<file path="config.mk">
export PLATFORM = sky130hd
export DESIGN_NAME = opl3_write_sequencer
export DESIGN_NICKNAME = d
export VERILOG_FILES = /design/src/rtl/opl3_write_sequencer.sv
export SDC_FILE = /design/constraint.sdc
export NUM_CORES = 1
export LEC_CHECK = 0
export ABC_AREA = 1
export CORE_MARGIN = 2
export CORE_UTILIZATION = 45
export DETAILED_ROUTE_END_ITERATION = 7
export GPL_ROUTABILITY_DRIVEN = 0
export PLACE_DENSITY = 0.72
export RECOVER_POWER = 25
export SLEW_MARGIN = 10
export SYNTH_ARGS = -nofsm -noshare
export SYNTH_HDL_FRONTEND = slang
export SYNTH_SLANG_ARGS = --single-unit
export TNS_END_PERCENT = 10
</file>
<file path="constraint.sdc">
create_clock -name clk -period 4.4 [get_ports clk]
set_input_delay 0.44 -clock clk [delete_from_list [all_inputs] [get_ports clk]]
set_output_delay 0.44 -clock clk [all_outputs]
set_load 0.1 [all_outputs]
</file>
<file path="src/rtl/opl3_write_sequencer.sv">
// OPL3 write sequencer: queues decoded 0x388-0x38B byte writes and issues paced
// 9-bit register writes to the OPL3 register file.
module opl3_write_sequencer #(
    parameter int unsigned FIFO_DEPTH = 16,
    parameter int unsigned WR_GAP     = 36
) (
    input  logic       clk,
    input  logic       reset_n,
    input  logic       in_valid,
    input  logic [1:0] in_port,
    input  logic [7:0] in_data,
    output logic       in_ready,
    output logic       wr_en,
    output logic [8:0] wr_addr,
    output logic [7:0] wr_data,
    output logic       busy,
    output logic [7:0] overflow_cnt
);
    localparam int unsigned AW = $clog2(FIFO_DEPTH);
    localparam int unsigned GW = (WR_GAP > 1) ? $clog2(WR_GAP) : 1;

    typedef enum logic [1:0] {
        S_IDLE,
        S_ISSUE,
        S_GAP
    } state_t;

    logic [9:0]    r_mem [FIFO_DEPTH];
    logic [AW:0]   r_wr_ptr;
    logic [AW:0]   r_rd_ptr;
    logic [7:0]    r_ovf;
    state_t        r_state;
    state_t        w_state_nxt;
    logic [8:0]    r_latch;
    logic [8:0]    w_latch_nxt;
    logic [8:0]    r_wr_addr;
    logic [8:0]    w_wr_addr_nxt;
    logic [7:0]    r_wr_data;
    logic [7:0]    w_wr_data_nxt;
    logic [GW-1:0] r_gap;
    logic [GW-1:0] w_gap_nxt;
    logic          w_full;
    logic          w_empty;
    logic          w_push;
    logic          w_pop;
    logic [9:0]    w_head;

    // Extra pointer MSB distinguishes full from empty when the index bits match.
    assign w_empty = (r_wr_ptr == r_rd_ptr);
    assign w_full  = ((r_wr_ptr ^ r_rd_ptr) == {1'b1, {AW{1'b0}}});
    assign w_push  = in_valid && !w_full;
    assign w_head  = r_mem[r_rd_ptr[AW-1:0]];

    always_ff @(posedge clk) begin
        if (w_push) begin
            r_mem[r_wr_ptr[AW-1:0]] <= {in_port, in_data};
        end
    end

    always_ff @(posedge clk) begin
        if (!reset_n) begin
            r_wr_ptr <= '0;
            r_rd_ptr <= '0;
            r_ovf    <= '0;
        end else begin
            if (w_push) begin
                r_wr_ptr <= r_wr_ptr + 1'b1;
            end
            if (w_pop) begin
                r_rd_ptr <= r_rd_ptr + 1'b1;
            end
            if (in_valid && w_full && (r_ovf != 8'hFF)) begin
                r_ovf <= r_ovf + 8'd1;
            end
        end
    end

    always_ff @(posedge clk) begin
        if (!reset_n) begin
            r_state   <= S_IDLE;
            r_latch   <= '0;
            r_wr_addr <= '0;
            r_wr_data <= '0;
            r_gap     <= '0;
        end else begin
            r_state   <= w_state_nxt;
            r_latch   <= w_latch_nxt;
            r_wr_addr <= w_wr_addr_nxt;
            r_wr_data <= w_wr_data_nxt;
            r_gap     <= w_gap_nxt;
        end
    end

    always_comb begin
        w_state_nxt   = r_state;
        w_latch_nxt   = r_latch;
        w_wr_addr_nxt = r_wr_addr;
        w_wr_data_nxt = r_wr_data;
        w_gap_nxt     = r_gap;
        w_pop         = 1'b0;
        unique case (r_state)
            S_IDLE: begin
                if (!w_empty) begin
                    w_pop = 1'b1;
                    // Odd ports carry data; bank always comes from the address port.
                    if (w_head[8]) begin
                        w_wr_addr_nxt = r_latch;
                        w_wr_data_nxt = w_head[7:0];
                        w_state_nxt   = S_ISSUE;
                    end else begin
                        w_latch_nxt = {w_head[9], w_head[7:0]};
                    end
                end
            end
            S_ISSUE: begin
                if (WR_GAP == 0) begin
                    w_state_nxt = S_IDLE;
                end else begin
                    w_gap_nxt   = GW'(WR_GAP - 1);
                    w_state_nxt = S_GAP;
                end
            end
            S_GAP: begin
                if (r_gap == '0) begin
                    w_state_nxt = S_IDLE;
                end else begin
                    w_gap_nxt = r_gap - 1'b1;
                end
            end
            default: begin
                w_state_nxt = S_IDLE;
            end
        endcase
    end

    assign in_ready     = !w_full;
    assign wr_en        = (r_state == S_ISSUE);
    assign wr_addr      = r_wr_addr;
    assign wr_data      = r_wr_data;
    assign busy         = !w_empty || (r_state != S_IDLE);
    assign overflow_cnt = r_ovf;
endmodule

</file>
== Word-level counts from Yosys, hierarchy flattened ==
Memory sizes are Yosys's and may differ from the RTL's. A register that Yosys moved wholly into a read port is not among the register bits.
Cells that the tools add are included.
Cells by class
  muxes and demuxes: 12
  reduce and logical (&&, ||, !) cells: 14
  $add $sub $neg: 4
  bitwise operators: 3
  eq/ne operators: 9
Operators by type and width (number)
  6-bit one-hot mux with 2 select lines: 1
  5-bit by 1-bit adder with 5-bit output, second input constant: 2
  3-bit AND reduction: 3
  8-bit by 1-bit adder with 8-bit output, second input constant: 1
  4-bit two-way mux: 2
  2-bit inequality test, second input constant: 4
  8-bit inequality test, second input constant: 1
  6-bit zero test: 1
  2-bit two-way mux: 3
  6-bit two-way mux: 1
  2-bit one-hot mux with 3 select lines: 1
  6-bit by 1-bit subtractor with 6-bit output, second input constant: 1
  5-bit == test: 1
  5-bit == test, second input constant: 1
  5-bit bitwise XOR: 1
  1-bit two-way mux: 4
  2-bit nonzero test: 2
  1-bit logical AND: 3
  2-bit by 1-bit == test with 1-bit output, second input constant: 1
  2-bit == test, second input constant: 1
  1-bit zero test: 2
  2-bit zero test: 1
  1-bit NOT: 2
  2-bit AND reduction: 1
  1-bit logical OR: 1
Word-level totals
  bits of input ports: 13
  bits in registers: 52
  memories: 1
  output and inout port bits: 28
  RAM bits: 160
Memory list
  r_mem: depth 16, bits a word 10, rd ports 1, clocked after memory_dff 1, wr ports 1, line 28  | logic [9:0] r_mem [FIFO_DEPTH];

== Depth between registers and ports, before layout ==
  word-level depth: 6
  mapped depth: 13

== Worst setup path after synthesis ==
OpenSTA, ideal clock, no wires.
  kind: reg-to-reg
  start: register r_wr_ptr[2]
  end: memory r_mem[11][0] (enable)
  path buffers: 2
  stages on the path, launching flop included: 12
  arrival: 2.121 ns
  setup slack: 1.889 ns
  required time: 4.010 ns
  cell sequence: dfxtp_1 buf_4 inv_2 nand2_1 nand2_1 nor2_2 nand2_1 nor2_2 inv_2 nand2_2 buf_4 nor3_1
On the way
  longest elaborated chain between the ends: 6
RTL lines
  start, declared: line 29  | logic [AW:0] r_wr_ptr;
  start signal, assigned: line 67  | r_wr_ptr <= r_wr_ptr + 1'b1;
  5-bit bitwise XOR: line 50  | assign w_full = ((r_wr_ptr ^ r_rd_ptr) == {1'b1, {AW{1'b0}}});
  5-bit == test: line 50
  1-bit zero test
  via in_ready: line 12  | output logic in_ready,
  1-bit logical AND: line 51  | assign w_push = in_valid && !w_full;
  1-bit two-way mux: line 55  | if (w_push) begin
  1-bit two-way mux (not written as such): line 56  | r_mem[r_wr_ptr[AW-1:0]] <= {in_port, in_data};
  end, declared: line 28
The timed path passes the listed nets, and every way through them passes these cells.

== Final worst setup path ==
  start: register r_wr_ptr[0]
  end: output in_ready
On the way
  longest elaborated chain between the ends: 3
RTL lines
  5-bit bitwise XOR: line 50
  5-bit == test: line 50
  1-bit zero test: line 136  | assign in_ready = !w_full;
  end, declared: line 12
No other way between the ends.

==> flow_summary_export.csv <==
group,metric,value,unit
route,postRouteAntennaNets,0,
worst_hold_path,worstHoldPathType,"reg2reg",
sta,min_period,2.99,ns
sta,drv_slew,0,
clocking,cts_resized,0,
yosys,syn_area_per_cell,10.5,sq um
sta,tightest_slew,0.993,ns
clocking,post_cts_buffers,0,
sta,finalHoldViolCount,0,
yosys,async_reset_ff_frac,0,
clocking,cts_max_level,1,
layout,diodes,0,
yosys,synthTopCellsByArea,"edfxtp_1 53%, dfxtp_1 12%, nor2_1 6.7%, nand2_1 5.1%, o21ai_0 3.8%",
clocking,cts-root-buf,"clkbuf_16",
layout,layout-drive-gt1-share,0.0751,
sta,relSlewSlack,0.336,
clocking,clock_path_buffers,3,
floorplan,die_w,146,um
yosys,synth_common_cells,"163 x nor2_1, 160 x edfxtp_1, 124 x nand2_1",
route,drt_iter0_markers,660,
worst_setup_path,critical_path_class,"reg2out",
yosys,seq_area_frac_synth,0.653,
yosys,syn-num-nets,884,
floorplan,fp.dieH,146,um
yosys,syn_inst,863,
worst_setup_path,path_max_fanout,5,
power,leakage,3.73,nW
clocking,clkLatencyLatePin,0.50,ns
global_route,grt.met3_usage,0.0263,
sta,worst_hold_slack,0.458,ns
yosys,synth_seq_cells,216,
clocking,cts_buffers,22,
global_route,grtUsageTotal,0.180,
sta,max_freq,335,MHz
yosys,syn_area,9070,sq um
sta,setup_viol,0,
worst_setup_path,cp-start-kind,"flip-flop",
power,power_density,616,nW/um^2
yosys,synthMostInstantiatedCell,"nor2_1",
global_route,grtUsageMet1,0.243,
floorplan,rows,51,
clocking,clock_sinks,216,
run,cap_violations,0,
clocking,clkTransAtPathRegs,0.06,ns
sta,rsz0062_at_grt,"false",
global_route,top_usage_layer,"met2",
global_route,grtUsageMet2,0.300,
global_route,grt_overflow,0,
power,ir_drop,0.314,mV
worst_setup_path,r2r_slack,1.85,ns
route,first_pass_iters,7,
floorplan,core_area,19700,sq um
layout,nNetsFinal,913,
worst_setup_path,cp-end-kind,"output pin",
route,vias_per_cell,5.27,
sta,clock_skew,0.0162,ns
outcome,status,"completed",
layout,area_growth,13.5,%
layout,fill_cells,1726,
sta,fin_crit_sh,0.678,
floorplan,initial_utilization,0.462,
global_route,grt_pass1_wl,30.6,mm
placement,port_buffers,40,
worst_setup_path,crit_required,3.96,ns
global_route,grt_max_degree,73,
route,vias,6161,
floorplan,die_area,21300,sq um
yosys,postSynth.topFlopCell,"edfxtp_1",
route,wl_per_cell,16.7,um
clocking,postCtsHoldBufs,0,
layout,register_area,5930,sq um
route,drt_wl_total,19.5,mm
layout,multiInputGateArea,2660,sq um
yosys,synth_enable_flop_cells,160,
yosys,yosysTopAreaCell,"edfxtp_1",
floorplan,pin_count,41,
yosys,yosys_warnings,0,
sta,tns,0,ns
route,remaining_drc_errors,0,
global_route,grt_pass1_vias,5862,
yosys,ys_types,32,
worst_setup_path,cp_data_arrival_time,2.55,ns
yosys,synth_top_area_frac,0.530,
placement,hpwl,12.1,mm
global_route,antenna_found_initial,0,
clocking,cts_tree,"yes",
## worst max-delay path, cell delays in order (launching register included)
cell and delay [ns]:
dfxtp_1 0.43, inv_2 0.09, nand2_1 0.06, nand2_1 0.05
nor2_1 0.19, nand2_1 0.10, nor2_2 0.12, inv_2 0.05
clkdlybuf4s50_1 0.96
## registers in the layout, summed over array words and instances (netlist names), named ones only
register and cells:
r_gap 6, r_latch 9, r_mem 160, wr_addr 9
r_state 2, overflow_cnt 8, r_wr_ptr 5, wr_data 8
r_rd_ptr 5
## layer usage
metal | share of wire | up-vias
li1 | - | 2995
met1 | 0.43 | 2948
met2 | 0.48 | 187
met3 | 0.060 | 31
met4 | 0.027 | 0
met5 | 0 | -
## final cells by class
class,instances,share of cell area
Multi-Input combinational cell,538,0.258
Timing Repair Buffer,48,0.0447
Tap cell,265,0.0322
Clock buffer,27,0.0574
Clock inverter,10,0.00778
Sequential cell,216,0.576
Inverter,66,0.0245
## power breakdown
part,switching (W),internal [W]
sequential,0.0000746,0.00235
clock,0.000730,0.00101
combinational,0.00159,0.000583
total,0.00240,0.00394
## path summary, 6_finish.rpt
path,start,end,cells after the start
worst max-delay path,r_wr_ptr[0],in_ready,8
worst max register to register,r_wr_ptr[2],r_mem[2][7],10
worst min-delay path,r_gap[4],r_gap[4],2
worst min register to register,r_gap[4],r_gap[4],2
## cells by family (layout without fill, tap and decap cells)
| family | Yosys count | count (layout) | synth area share |
|---|---|---|---|
| buffers and inverters | 109 | 151 | 0.0542 |
| XOR/XNOR | 12 | 12 | 0.0116 |
| AND/OR/NAND/NOR | 360 | 360 | 0.172 |
| adder cells (fa/ha/maj) | 8 | 8 | 0.0110 |
| AO/OA/AOI/OAI | 158 | 158 | 0.0976 |
| flip-flops | 216 | 216 | 0.653 |
## metrics by stage
step	util	total power, W	area [sq um]	setup WS [ns]	cells
floorplan	-	0.00421	9070	1.89	863
global route	0.524	0.00669	10300	1.28	1170
global placement	0.490	0.00461	9630	1.85	1133
CTS	0.524	0.00638	10300	1.40	1170
finish	0.524	0.00634	10300	1.41	1170
detailed placement	0.490	0.00464	9630	1.72	1133
## cell usage in the layout, fill, tap and decap left out, drive strengths merged
| cell type | synthesis | layout |
|---|---|---|
| clkinv | 1 | 7 |
| buf | 32 | 8 |
| nor2 | 167 | 167 |
| nand2 | 132 | 132 |
| ha | 8 | 8 |
| clkdlybuf4s50 | 0 | 33 |
| a31oi | 1 | 1 |
| nor3 | 6 | 6 |
| dlygate4sd3 | 0 | 7 |
| a221oi | 1 | 1 |
| o211ai | 36 | 36 |
| o21ai | 81 | 81 |
| dfxtp | 56 | 56 |
| xnor2 | 6 | 6 |
| clkbuf | 11 | 27 |
| nand4 | 5 | 5 |
| bufinv | 0 | 1 |
| and3 | 1 | 1 |
| nor3b | 1 | 1 |
| nand3 | 48 | 48 |
| edfxtp | 160 | 160 |
| a21oi | 39 | 39 |
| clkinvlp | 0 | 2 |
| xor2 | 6 | 6 |
| inv | 65 | 66 |
No activity file was read; power rests on OpenSTA's default activity.
